`config.mk`:
```
export PLATFORM = sky130hd
export DESIGN_NAME = limb_sequencer
export DESIGN_NICKNAME = d
export VERILOG_FILES = /design/src/rtl/limb_sequencer.sv
export SDC_FILE = /design/constraint.sdc
export NUM_CORES = 1
export LEC_CHECK = 0
export ABC_CLOCK_PERIOD_IN_PS = 1700
export CAP_MARGIN = 10
export CELL_PAD_IN_SITES_DETAIL_PLACEMENT = 1
export CELL_PAD_IN_SITES_GLOBAL_PLACEMENT = 2
export CORE_ASPECT_RATIO = 1.75
export CORE_MARGIN = 3
export CORE_UTILIZATION = 26
export CTS_CLUSTER_SIZE = 30
export DETAILED_ROUTE_END_ITERATION = 6
export PLACE_DENSITY = 0.73
export SYNTH_ARGS = -nofsm -noshare
export SYNTH_HDL_FRONTEND = slang
export SYNTH_SLANG_ARGS = --single-unit
export TNS_END_PERCENT = 5
```
`constraint.sdc`:
```
create_clock -name clk -period 1.7 [get_ports clk]
set_input_delay 0.51 -clock clk [delete_from_list [all_inputs] [get_ports clk]]
set_output_delay 0.51 -clock clk [all_outputs]
set_load 0.02 [all_outputs]
```
`src/rtl/limb_sequencer.sv`:
```
// Multi-cycle control FSM of the limb 8-bit CPU: owns PC/IR, sequences fetch, decode, execute, memory and writeback.
// Optional build macro LIMB_SEQ_TRAP_EN: undefined opcodes halt the core from DECODE instead of retiring.
module limb_sequencer #(
    parameter logic [7:0] RESET_PC = 8'h00,
    parameter int         MEM_WAIT = 1
) (
    input  logic        clk,
    input  logic        reset,
    input  logic        run,
    output logic [7:0]  rom_addr,
    input  logic [31:0] rom_data,
    output logic [2:0]  rf_src_a,
    output logic [2:0]  rf_src_b,
    output logic [2:0]  rf_dst,
    output logic        rf_we,
    output logic [7:0]  rf_wdata,
    input  logic [7:0]  rf_out_a,
    input  logic [7:0]  rf_out_b,
    output logic [3:0]  alu_op,
    output logic [7:0]  alu_a,
    output logic [7:0]  alu_b,
    input  logic [7:0]  alu_out,
    input  logic        cond_true,
    output logic [7:0]  ram_addr,
    output logic [7:0]  ram_wdata,
    output logic        ram_we,
    input  logic [7:0]  ram_rdata,
    output logic        halted,
    output logic        retire
);

    typedef enum logic [2:0] {
        S_FETCH, S_DECODE, S_EXECUTE, S_MEM, S_WRITEBACK, S_HALT
    } state_t;

    localparam logic [1:0] CLS_ALU  = 2'b00;
    localparam logic [1:0] CLS_COND = 2'b01;
    localparam logic [1:0] CLS_MEM  = 2'b10;
    localparam logic [1:0] CLS_SYS  = 2'b11;
    localparam logic [1:0] LAST_WAIT = 2'(MEM_WAIT - 1);

    state_t      state_q, state_d;
    logic [7:0]  pc_q, pc_d;
    logic [31:0] ir_q, ir_d;
    logic [7:0]  alu_a_q, alu_a_d;
    logic [7:0]  alu_b_q, alu_b_d;
    logic [3:0]  alu_op_q, alu_op_d;
    logic [7:0]  ram_addr_q, ram_addr_d;
    logic [7:0]  ram_wdata_q, ram_wdata_d;
    logic [7:0]  res_q, res_d;
    logic [1:0]  wait_q, wait_d;

    logic       imm_a, imm_b;
    logic [1:0] cls;
    logic [3:0] op;
    logic [7:0] arg_a, arg_b, result;
    logic [7:0] opa_val, opb_val;
    logic       trap_op;

    assign imm_a   = ir_q[7];
    assign imm_b   = ir_q[6];
    assign cls     = ir_q[5:4];
    assign op      = ir_q[3:0];
    assign arg_a   = ir_q[15:8];
    assign arg_b   = ir_q[23:16];
    assign result  = ir_q[31:24];
    assign opa_val = imm_a ? arg_a : rf_out_a;
    assign opb_val = imm_b ? arg_b : rf_out_b;

`ifdef LIMB_SEQ_TRAP_EN
    assign trap_op = (((cls == CLS_SYS) || (cls == CLS_MEM)) && (op >= 4'd2)) ||
                     (((cls == CLS_ALU) || (cls == CLS_COND)) && op[3]);
`else
    assign trap_op = 1'b0;
`endif

    always_ff @(posedge clk or negedge reset) begin
        if (!reset) begin
            state_q     <= S_FETCH;
            pc_q        <= RESET_PC;
            ir_q        <= 32'h0;
            alu_a_q     <= 8'h0;
            alu_b_q     <= 8'h0;
            alu_op_q    <= 4'h0;
            ram_addr_q  <= 8'h0;
            ram_wdata_q <= 8'h0;
            res_q       <= 8'h0;
            wait_q      <= 2'd0;
        end else begin
            state_q     <= state_d;
            pc_q        <= pc_d;
            ir_q        <= ir_d;
            alu_a_q     <= alu_a_d;
            alu_b_q     <= alu_b_d;
            alu_op_q    <= alu_op_d;
            ram_addr_q  <= ram_addr_d;
            ram_wdata_q <= ram_wdata_d;
            res_q       <= res_d;
            wait_q      <= wait_d;
        end
    end

    // Operands are latched straight into the ALU/RAM-facing registers, so those
    // outputs naturally hold their last value outside EXECUTE/MEM.
    always_comb begin
        state_d     = state_q;
        pc_d        = pc_q;
        ir_d        = ir_q;
        alu_a_d     = alu_a_q;
        alu_b_d     = alu_b_q;
        alu_op_d    = alu_op_q;
        ram_addr_d  = ram_addr_q;
        ram_wdata_d = ram_wdata_q;
        res_d       = res_q;
        wait_d      = wait_q;
        case (state_q)
            S_FETCH: begin
                if (run) begin
                    ir_d    = rom_data;
                    state_d = S_DECODE;
                end
            end
            S_DECODE: begin
                if (trap_op) begin
                    state_d = S_HALT;
                end else begin
                    case (cls)
                        CLS_ALU, CLS_COND: begin
                            alu_a_d  = opa_val;
                            alu_b_d  = opb_val;
                            alu_op_d = op;
                            state_d  = S_EXECUTE;
                        end
                        CLS_MEM: begin
                            ram_addr_d  = opa_val;
                            ram_wdata_d = opb_val;
                            wait_d      = 2'd0;
                            state_d     = S_MEM;
                        end
                        default: begin
                            if (op == 4'd1) begin
                                state_d = S_HALT;
                            end else begin
                                pc_d    = pc_q + 8'd1;
                                state_d = S_FETCH;
                            end
                        end
                    endcase
                end
            end
            S_EXECUTE: begin
                if (cls == CLS_ALU) begin
                    res_d   = alu_out;
                    state_d = S_WRITEBACK;
                end else begin
                    pc_d    = cond_true ? result : pc_q + 8'd1;
                    state_d = S_FETCH;
                end
            end
            S_MEM: begin
                if (op == 4'd0) begin
                    if (wait_q == LAST_WAIT) begin
                        res_d   = ram_rdata;
                        state_d = S_WRITEBACK;
                    end else begin
                        wait_d = wait_q + 2'd1;
                    end
                end else begin
                    pc_d    = pc_q + 8'd1;
                    state_d = S_FETCH;
                end
            end
            S_WRITEBACK: begin
                pc_d    = pc_q + 8'd1;
                state_d = S_FETCH;
            end
            default: begin
                state_d = S_HALT;
            end
        endcase
    end

    // Strobes depend only on registered state so reset drops them without a clock.
    always_comb begin
        retire = 1'b0;
        case (state_q)
            S_DECODE:    retire = (cls == CLS_SYS) && !trap_op;
            S_EXECUTE:   retire = (cls == CLS_COND);
            S_MEM:       retire = (op != 4'd0);
            S_WRITEBACK: retire = 1'b1;
            default:     retire = 1'b0;
        endcase
    end

    assign rom_addr  = pc_q;
    assign rf_src_a  = arg_a[2:0];
    assign rf_src_b  = arg_b[2:0];
    assign rf_dst    = result[2:0];
    assign rf_wdata  = res_q;
    assign rf_we     = (state_q == S_WRITEBACK);
    assign alu_op    = alu_op_q;
    assign alu_a     = alu_a_q;
    assign alu_b     = alu_b_q;
    assign ram_addr  = ram_addr_q;
    assign ram_wdata = ram_wdata_q;
    assign ram_we    = (state_q == S_MEM) && (op == 4'd1);
    assign halted    = (state_q == S_HALT);

endmodule

```
# == Yosys cells after proc, flatten, opt, wreduce, memory -nomap -nowiden ==
# Index checks and enable logic that the tools add are counted.
# word_totals
reg_bits,89
input_bits,68
out_inout_bits,65
wordCells,74
# op_classes
addsub,2
eq_ne,20
muxes,24
n_reduce_logical,18
# ops
operator,count
$mux 8,10
$pmux 8 s4,1
$ne 2x2->1 const B,10
$pmux 8 s2,1
$mux 3,5
$pmux 3 s5,1
$add 8x1->8 const B,1
$reduce_and 2->1,4
$reduce_and 4->1,2
$reduce_bool 4->1,2
$eq 3x2->1 const B,2
$eq 3x3->1 const B,2
$mux 2,3
$pmux 3 s2,1
$reduce_and 5->1,1
$eq 2x2->1 const B,2
$eq 4x1->1 const B,1
$logic_not 2->1,2
$logic_not 4->1,1
$pmux 1 s4,1
$pmux 2 s2,1
$reduce_bool 2->1,2
$eq 3x1->1 const B,1
$logic_not 3->1,1
6 further kinds,6

# == Longest topological paths before layout ==
# Gate-level depths: netlist (run 1).
# depth
ltp_word,4
mapped_depth,7

# == Least setup slack after synthesis (run 1) ==
# Ideal clock, no wire load.
# synth_timing
path_kind,flip-flop to output port
start,reg state_q[1]
end,out retire
arrival_ns,1.526
t_required_ns,1.190
path_slack_ns,-0.336
path_stages_with_launch,6
n_path_buf,2
cell_sequence,dfrtp_1 > buf_2 > clkbuf_1 > nor4bb_1 > a21oi_1 > o21ai_0
# synth_via
elab_chain_len,2
elab_cells_between_ends,5
classes_between,4 x eq/ne; 1 x mux
# synth_lines
element,line,text
"start, declared",42,"state_t state_q, state_d;"
"start signal, assigned",90,state_q <= state_d;
$eq 3x3->1 (tied with other cells),186,case (state_q)
$pmux 1 s4 (*),186,
"end, declared",29,output logic retire
# Mark *: on every way between the ends. The rest lies on a longest branch, timed or not.

# == Worst setup path in the final report (run 1) ==
# layout_timing
start,reg ir_q[2]
end,out ram_we
# layout_via
elab_chain_len,2
# layout_lines
element,line,text
"start, declared",44,"logic [31:0] ir_q, ir_d;"
"start signal, assigned",92,ir_q <= ir_d;
$eq 4x1->1,206,assign ram_we = (state_q == S_MEM) && (op == 4'd1);
$logic_and 1x1->1,206,
"end, declared",26,"output logic ram_we,"
# Every way passes these cells.

==> out/metrics.cfg, run 1 <==
[outcome]
run_status = finished with violations
violations = negative setup slack

[clocking]
clk_latency_ps = 340
cts_root_buf = clkbuf_16
clock_sinks = 89
cts_tree = done
htree_num_levels = 3
path_clk_slew_ps = 70
cts_buffers = 9
cts_buffer_depth = 2

[floorplanning]
core_um2 = 15100
num_io_pins = 133
initial_core_util_pct = 26.9
rows = 59
chipHeight_um = 171
die_x_um = 100
dieArea_um2 = 17200

[finish]
layout.nets = 601
fin_util_pct = 41.6
n_antenna_cell = 0
area_delta_synth_final_pct = 54.7
n_fill_cell = 1685
finalNonFillerCells = 719
drive_gt1_share_pct = 24.8
finish.instance_area_um2 = 6260

[synth]
synth-main-ff-cell = dfrtp_1
synth_top_family_by_area = multiplexers
synth_commonest_cells = 89 x dfrtp_1, 43 x nand2_1, 34 x mux2_2, 34 x nor2_1, 26 x a21oi_1
yosys-mux-area-fraction_pct = 14.0
yosys_warnings = 0
synth.distinct_cells = 46
synthesis.area_um2 = 4050
synth_fa_ha_area_share_pct = 0.618
ys_seq_area_share_pct = 55.0
synth_compound_area_share_pct = 11.9
syn_nets = 437
synthTopCellsByArea = dfrtp_1 55%, mux2_2 9.5%, nand2_1 4.0%, mux2i_1 4.0%, a21oi_1 3.2%
synth_most_common_cell = dfrtp_1
async_flop_share_pct = 100
syn_inst = 367
avgSynthCellArea_um2 = 11.0
synth_simple_gate_area_share_pct = 13.3
synth_xor_area_share_pct = 0.216
synth_top_area_cell = dfrtp_1
ys_ff_latch = 89
synth_edf_count = 0
yosysTopAreaCellShare_pct = 55.0

[detailed_routing]
route.detailed.drc = 0
drtIter0Drc = 72
antenna_left = 0
vias = 3396
firstDrtPassIters = 4
routed_wl_um = 12800
wl_per_cell_um = 17.9
viasPerCell = 4.72

[global_routing]
grt_util_all_layers_pct = 15.2
grt_start_max_net_pins = 53
grt_pass1_vias = 3831
grt_overflow_total = 0
grt_pass1_wl_um = 20200
antenna_found_initial = 0

[worst_setup_path]
path_class = flop to primary output
startpoint_type = flop
crit_path_max_fanout = 3
critPathArrivalTime_ps = 1560
cp.required_ps = 1190
rrSetupSlack_ps = -110
r2r.worst_path.cells = 6
regToRegEndpoint = wait_q[0]
r2r_start = state_q[1]
critPathCaptureType = primary output

[placement]
dp_hpwl_um = 9780
place.port_buffers = 132
gp_congestion = 0.792
place_area_um2 = 5840
pre_cts_slack_ps = -545
placedCellCount = 697

[pwr]
power.internal_mw = 6.84
netSwitchingFraction_pct = 40.3
irDropWorstVdd_uv = 779
p_leak_nw = 2.72
comb_power_share_pct = 49.8
pwr_density_cell_nw_per_um2 = 1830
pwr-share-clk_pct = 16.3
p_sw_mw = 4.62
seqPwrFrac_pct = 33.9

[sta]
fin_ws_ps = -368
maxSlewHeadroom_pct = 64.6
final.min_clock_period_ps = 2070
hold_viol_final = 0
rsz0062_at_grt = yes
timing.final.crit_share_pct = 122
finClkSkew_ps = 8.62
maxSlewViolCount = 0
max_freq_ghz = 0.484
worst_slew_pin_slew_ps = 532
setup_viol = 68
hold_ws_ps = 481

[hold_path]
worstHoldStart = ram_addr[0]
hold_path_depth = 2
holdPathEnd = ram_addr[0]
hp-class = flop to flop

[run]
cap_violations = 0

## through the flow
| step | setup TNS [ps] | total power, mW |
|---|---|---|
| after floorplan | 0 | 7.00 |
| after global placement | -18170 | 9.63 |
| after detailed placement | -19830 | 9.82 |
| after CTS | -6620 | 11.5 |
| after global routing | -9710 | 12.3 |
| final | -4210 | 11.5 |
## placed cells by master (no fill, tap or decap), types with 9 or more instances in the layout
master and instances:
mux2i_1 16, nand2_1 42, clkbuf_16 9, a31oi_1 15
clkdlybuf4s50_1 66, dlygate4sd2_1 61, mux2_2 30, a21oi_1 24
o21ai_1 10, buf_6 16, o21ai_0 13, dfrtp_1 87
buf_4 33, nor2_1 31
## layout make-up
| class | instances | area (um2) | share of cell area, % |
|---|---|---|---|
| Sequential cell | 89 | 2230 | 35.6 |
| Multi-Input combinational cell | 243 | 1760 | 28.0 |
| Inverter | 5 | 18.8 | 0.300 |
| Tap cell | 183 | 229 | 3.65 |
| Clock inverter | 6 | 48.8 | 0.779 |
| Timing Repair Buffer | 183 | 1750 | 28.0 |
| Clock buffer | 10 | 229 | 3.65 |
## worst max-delay path by stage
| stage | start | end | slack, ps |
|---|---|---|---|
| detailed placement | ir_q[1] | ram_we | -550 |
| CTS | ir_q[2] | retire | -380 |
| finish | ir_q[2] | ram_we | -370 |
| floorplan | ir_q[1] | ram_we | 9 |
| global placement | ir_q[1] | ram_we | -530 |
| global route | ir_q[2] | retire | -430 |
## layer usage
metal / share of wire [%] / wire [um] / global-route usage (%)
met3: 3.8 / 489 / 2.77
met2: 58 / 7480 / 29.5
met5: 0 / 0 / 0
met4: 2.9 / 376 / 6.98
met1: 35 / 4490 / 15.2
## power groups by stage
| stage | logic [mW] | clock network, mW | registers, mW |
|---|---|---|---|
| after detailed placement | 5.86 | 0 | 3.96 |
| final | 5.70 | 1.87 | 3.89 |
| after CTS | 5.65 | 1.97 | 3.91 |
| after floorplan | 2.56 | 0 | 4.44 |
| after global placement | 5.73 | 0 | 3.90 |
| after global routing | 6.18 | 2.07 | 4.05 |
## logic make-up after synthesis
family | count (synthesis)
AOI/OAI and AO/OA | 80
DFF | 89
muxes | 52
xor gates and xnor gates | 1
buffers and inverters | 35
and+or+nand+nor | 108
adders and majority gates | 2
## what timing repair did
item,in CTS,in global routing
endpoints found under the setup margin,149,93
buffers inserted,4,1
hold endpoints to repair,5,0
pin swaps,8,6
gates resized for setup,114,23
hold buffers,1,0
## registers in the layout, indices dropped and copies added, names as in the netlist
register	cells
alu_a	8
alu_b	8
alu_op	4
ir_q	32
ram_addr	8
ram_wdata	8
rf_wdata	8
rom_addr	8
state_q	3
wait_q	2
## worst max-delay path: stages, from the launching register on
cell     delay (ps)
dfrtp_1         400
or4b_4          600
nor2_4          110
buf_6           120
No activity file was read; power rests on OpenSTA's default activity.
==> run 2, diff against run 1 <==
Settings changed: CORE_ASPECT_RATIO 1.75 to not set.
==> run 2 against run 1 <==
The run still ends with negative setup slack left. Combinational power is 2% higher. Highest routed layer unchanged. Non-clock buffer count is 3 higher. Power is 3.1% higher. Register-to-register slack worse by 120 ps. First-iteration DRC count is 1.4% lower. Critical path type unchanged. Clock skew is 1.3 ps higher. Global-route usage is 0.54 points lower. Final cell count is 0.56% higher. Largest cell class unchanged. Via count is 1.2% lower. Sequential power hardly changed.
==> out/metrics.cfg, run 2 (synthesized netlist as in run 1, its figures left out) <==
[detailed_routing]
routed_wl_um = 12400  ; was 12800 um
antenna_left = 0  ; unchanged
vias = 3355  ; was 3396
route.detailed.drc = 0  ; unchanged
viasPerCell = 4.64  ; was 4.72
firstDrtPassIters = 3  ; was 4
drtIter0Drc = 71  ; was 72
wl_per_cell_um = 17.2  ; was 17.9 um

[sta]
hold_ws_ps = 57.3  ; was 481 ps
setup_viol = 65  ; was 68
hold_viol_final = 0  ; unchanged
final.min_clock_period_ps = 2080  ; was 2070 ps
timing.final.crit_share_pct = 122  ; about the same
max_freq_ghz = 0.481  ; was 0.484 GHz
finClkSkew_ps = 9.97  ; was 8.62 ps
maxSlewViolCount = 0  ; unchanged
maxSlewHeadroom_pct = 63.8  ; was 64.6%
rsz0062_at_grt = yes  ; unchanged
worst_slew_pin_slew_ps = 543  ; was 532 ps
fin_ws_ps = -381  ; was -368 ps

[worst_setup_path]
startpoint_type = flop  ; unchanged
cp_cell_sequence = o41ai_2, o21ai_1, a21oi_2, o21ai_2, buf_6  ; was or4b_4, nor2_4, buf_6
critPathMaxStageDelay_ps = 410  ; was 600 ps
path_buf_inv = 1  ; unchanged
critPathCaptureType = primary output  ; unchanged
cp.required_ps = 1190  ; about the same
crit_path_max_fanout = 3  ; unchanged
crit_slowest_cell = dfrtp_1  ; was or4b_4
path_delay_family = compound AO/OA/AOI/OAI gates  ; was simple AND/OR/NAND/NOR gates
path_class = flop to primary output  ; unchanged
critPathArrivalTime_ps = 1570  ; was 1560 ps

[clocking]
htree_num_levels = 3  ; unchanged
cts_root_buf = clkbuf_16  ; unchanged
cts_hold_buffers = 0  ; was 1
clock_sinks = 89  ; unchanged
clk_latency_ps = 350  ; was 340 ps
cts_buffer_depth = 2  ; unchanged
cts_buffers = 9  ; unchanged
path_clk_slew_ps = 70  ; about the same
cts_tree = done  ; unchanged

[finish]
n_antenna_cell = 0  ; unchanged
final_common_cell = dfrtp_1  ; unchanged
area_delta_synth_final_pct = 56.8  ; was 54.7%
largest-register = ir_q  ; unchanged
finalNonFillerCells = 723  ; was 719
layout_common_cells = 87 x dfrtp_1, 66 x clkdlybuf4s50_1, 61 x dlygate4sd2_1  ; unchanged
layout.nets = 604  ; was 601
largest_reg_flops = 32  ; unchanged
finish.instance_area_um2 = 6350  ; was 6260 um2
fin_util_pct = 42.7  ; was 41.6%
drive_gt1_share_pct = 25.6  ; was 24.8%

[pwr]
pwr_density_cell_nw_per_um2 = 1860  ; was 1830 nW/um2
irDropWorstVdd_uv = 565  ; was 779 uV
p_leak_nw = 2.80  ; was 2.72 nW

[global_routing]
grt_pass1_vias = 3706  ; was 3831
grt_start_max_net_pins = 36  ; was 53
grt_util_all_layers_pct = 14.7  ; was 15.2%
grt_pass1_wl_um = 19300  ; was 20200 um
antenna_found_initial = 0  ; unchanged
grt_overflow_total = 0  ; unchanged

[outcome]
violations = negative setup slack  ; unchanged
run_status = finished with violations  ; unchanged

[placement]
pre_cts_slack_ps = -587  ; was -545 ps
gp_congestion = 0.810  ; was 0.792
place.port_buffers = 132  ; unchanged
dp_hpwl_um = 9000  ; was 9780 um
placedCellCount = 699  ; was 697
place_area_um2 = 5850  ; was 5840 um2

[floorplanning]
core_um2 = 14900  ; was 15100 um2
dieArea_um2 = 17100  ; was 17200 um2
chipHeight_um = 131  ; was 171 um
initial_core_util_pct = 27.2  ; was 26.9%
rows = 44  ; was 59
num_io_pins = 133  ; unchanged
die_x_um = 131  ; was 100 um

[hold_path]
hp-class = input port to asynchronous set/reset pin  ; was flop to flop

[run]
cap_violations = 0  ; unchanged

-- run 2: cell types whose count changed in the layout (fill, tap and decap cells not counted), moves of 2 or more --
cell / previous run / this run
buf_6: 16 / 14
mux2_2: 30 / 18
buf_4: 33 / 38
a21oi_2: 1 / 3
clkinvlp_4: 3 / 1
mux2_1: 2 / 0
mux2_4: 4 / 18
-- run 2: repair_timing --
item                       CTS  global route
buffers inserted             8             0
setup endpoints to repair  136            73
gates resized for setup    126            21
pin swaps                    8             4
-- run 2: final timing paths --
| path | from | end | slack (ps) | cells after the start |
|---|---|---|---|---|
| max | ir_q[2] | retire | -380 | 5 |
| min | reset | ram_addr[0] | 60 | 1 |
| max reg2reg | state_q[1] | wait_q[0] | -230 | 6 |
| min reg2reg | ram_addr[4] | ram_addr[4] | 480 | 2 |
| max in group asynchronous | reset | state_q[1] | 1120 | 2 |
| min in group clk | ram_addr[4] | ram_addr[4] | 480 | 2 |
-- run 2: cell type report --
| cell class | instances | area (um2) |
|---|---|---|
| tap | 184 | 230 |
| inverter | 5 | 18.8 |
| clock buffer | 10 | 239 |
| timing repair buffer | 186 | 1780 |
| sequential | 89 | 2230 |
| clock inverter | 6 | 72.6 |
| fill | 1619 | 8510 |
| multi-input combinational | 243 | 1780 |
-- run 2: routing by layer --
layer	up-vias	global-route usage, %	share of wire, %
li1	1621	-	-
met1	1645	17.6	43
met2	77	25.7	51
met3	12	3.37	4.6
met4	0	5.32	1.5
met5	-	0	0
-- run 2: where the power goes --
part	internal [mW]	switching, mW	total (mW)	leakage, nW
Combinational	2.84	2.95	5.79	1.62
Sequential	3.13	0.774	3.90	1.03
Clock	1.20	0.918	2.12	0.150
Total	7.17	4.64	11.8	2.80
-- run 2: stage by stage --
stage                     TNS, ps  total power, mW
final                       -6510             11.8
after global routing       -10920             12.7
after CTS                   -6830             11.8
after detailed placement   -20470             9.79
after global placement     -19400             9.61
after floorplan                 0             7.00
==> run 3, diff against run 2 <==
Settings changed: GPL_TIMING_DRIVEN set to 0, REMOVE_ABC_BUFFERS set to 1.
==> run 3 against run 2 <==
The run still ends with negative setup slack left. Non-clock buffer count is 28 lower. Final area is 5.1% lower. Fmax is 1.7% lower. Via count is 1.4% higher. Sequential share of layout area is 2.1 points higher. Register-to-register slack worse by 70 ps. Clock power hardly changed. Utilization is 2.2 points lower. Count of clock-buffer cells in the layout is 1 higher. Final cell count is 3.9% lower. Setup slack worse by 37 ps.
==> out/metrics.cfg, run 3 (synthesized netlist as in run 1, its figures left out) <==
[detailed_routing]
firstDrtPassIters = 4  ; was 3
viasPerCell = 4.89  ; was 4.64
antenna_left = 0  ; unchanged
wl_per_cell_um = 18.0  ; was 17.2 um
vias = 3401  ; was 3355
drtIter0Drc = 92  ; was 71
routed_wl_um = 12500  ; was 12400 um
route.detailed.drc = 0  ; unchanged

[clocking]
cts_buffers = 9  ; unchanged
htree_num_levels = 3  ; unchanged
clock_sinks = 89  ; unchanged
cts_root_buf = clkbuf_16  ; unchanged
clk_latency_ps = 340  ; was 350 ps
cts_tree = done  ; unchanged
path_clk_slew_ps = 60  ; was 70 ps
cts_buffer_depth = 2  ; unchanged

[pwr]
irDropWorstVdd_uv = 642  ; was 565 uV
pwr_density_cell_nw_per_um2 = 1870  ; was 1860 nW/um2
p_leak_nw = 2.58  ; was 2.80 nW

[global_routing]
grt_util_all_layers_pct = 15.2  ; was 14.7%
grt_pass1_vias = 3739  ; was 3706
antenna_found_initial = 0  ; unchanged
grt_start_max_net_pins = 69  ; was 36
grt_overflow_total = 0  ; unchanged
grt_pass1_wl_um = 20100  ; was 19300 um

[worst_setup_path]
crit_path_max_fanout = 4  ; was 3
cp.required_ps = 1190  ; about the same
path_class = flop to primary output  ; unchanged
critPathCaptureType = primary output  ; unchanged
startpoint_type = flop  ; unchanged
critPathArrivalTime_ps = 1610  ; was 1570 ps

[finish]
n_fill_cell = 1654  ; was 1619
finalNonFillerCells = 695  ; was 723
largest_reg_flops = 32  ; unchanged
largest-register = ir_q  ; unchanged
drive_gt1_share_pct = 21.9  ; was 25.6%
final_common_cell = dfrtp_1  ; unchanged
layout_common_cells = 81 x dfrtp_1, 66 x clkdlybuf4s50_1, 59 x dlygate4sd2_1  ; was 87 x dfrtp_1, 66 x clkdlybuf4s50_1, 61 x dlygate4sd2_1
layout.nets = 577  ; was 604
n_antenna_cell = 0  ; unchanged
area_delta_synth_final_pct = 48.8  ; was 56.8%

[sta]
hold_viol_final = 0  ; unchanged
final.min_clock_period_ps = 2120  ; was 2080 ps
worst_slew_pin_slew_ps = 935  ; was 543 ps
maxSlewHeadroom_pct = 37.5  ; was 63.8%
finClkSkew_ps = 8.11  ; was 9.97 ps
setup_viol = 87  ; was 65
hold_ws_ps = 65.6  ; was 57.3 ps
maxSlewViolCount = 0  ; unchanged
rsz0062_at_grt = yes  ; unchanged
fin_ws_ps = -418  ; was -381 ps
max_freq_ghz = 0.472  ; was 0.481 GHz
timing.final.crit_share_pct = 125  ; was 122%

[hold_path]
hp-class = input port to asynchronous set/reset pin  ; unchanged

[floorplanning]
die_x_um = 131  ; unchanged
rows = 44  ; unchanged
core_um2 = 14900  ; unchanged
initial_core_util_pct = 27.2  ; unchanged
dieArea_um2 = 17100  ; unchanged
num_io_pins = 133  ; unchanged
chipHeight_um = 131  ; unchanged

[placement]
dp_hpwl_um = 8460  ; was 9000 um
gp_congestion = 0.747  ; was 0.810
placedCellCount = 658  ; was 699
place.port_buffers = 132  ; unchanged

[outcome]
violations = negative setup slack  ; unchanged
run_status = finished with violations  ; unchanged

[run]
cap_violations = 0  ; unchanged

run 3: cell count changes in the layout (fill, tap and decap cells not counted), sizes merged, moves of 2 or more:
cell	before	now
buf	59	31
inv	8	6
clkdlybuf4s15	0	2
dlygate4sd2	61	59
run 3: per-stage QoR:
step	utilization, %	instance area [um2]	setup WS, ps	power (mW)	TNS, ps
2_1_floorplan	-	3860	-742	6.68	-37380
3_3_place_gp	36.4	5420	-3400	8.95	-411840
3_5_place_dp	37.0	5500	-1070	9.23	-50150
4_1_cts	40.2	5970	-452	11.3	-20600
5_1_grt	40.5	6030	-491	12.1	-26570
6_report	40.5	6030	-418	11.3	-16990
run 3: final timing paths:
path                                    from      endpoint  slack, ps  cells after the start
worst min-delay path                   reset      ir_q[26]         70                      1
worst max-delay path                 ir_q[2]        retire       -420                      5
max in group asynchronous              reset       ir_q[3]        950                      2
min in group clk                ram_wdata[4]  ram_wdata[4]        480                      2
worst max register to register    state_q[2]       ir_q[3]       -300                      5
worst min register to register  ram_wdata[4]  ram_wdata[4]        480                      2
run 3: worst max-delay path, cell delays in order, from the launching register on:
cell and delay (ps):
dfrtp_1 420, o41ai_2 350, o21ai_1 130, a21oi_1 140, o21ai_1 70, buf_4 160
run 3: power by group:
group	switching, mW	internal, mW	total [mW]
combinational	2.77	2.35	5.13
sequential	0.859	3.15	4.01
clock	0.837	1.29	2.13
total	4.47	6.79	11.3
run 3: area by class of cell:
type	count	area, um2	share of cell area [%]
clock inverters	4	77.6	1.29
repair buffers	158	1490	24.8
well taps	184	230	3.82
inverters	5	18.8	0.311
flip-flops and latches	89	2240	37.2
multi-input cells	244	1740	28.8
clock buffers	11	233	3.86
run 3: timing repair:
action	CTS	global route
endpoints found under the setup margin	153	93
cloned	1	0
pin swaps	5	4
hold buffers	0	0
gates resized for setup	112	13
buffers inserted	20	1
run 3: routing by layer:
metal	vias up	routed length (um)	track usage, %
met4	0	177	4.96
met3	12	763	4.02
li1	1569	-	-
met1	1720	5390	18.8
met2	100	6180	25.6
met5	-	0	0
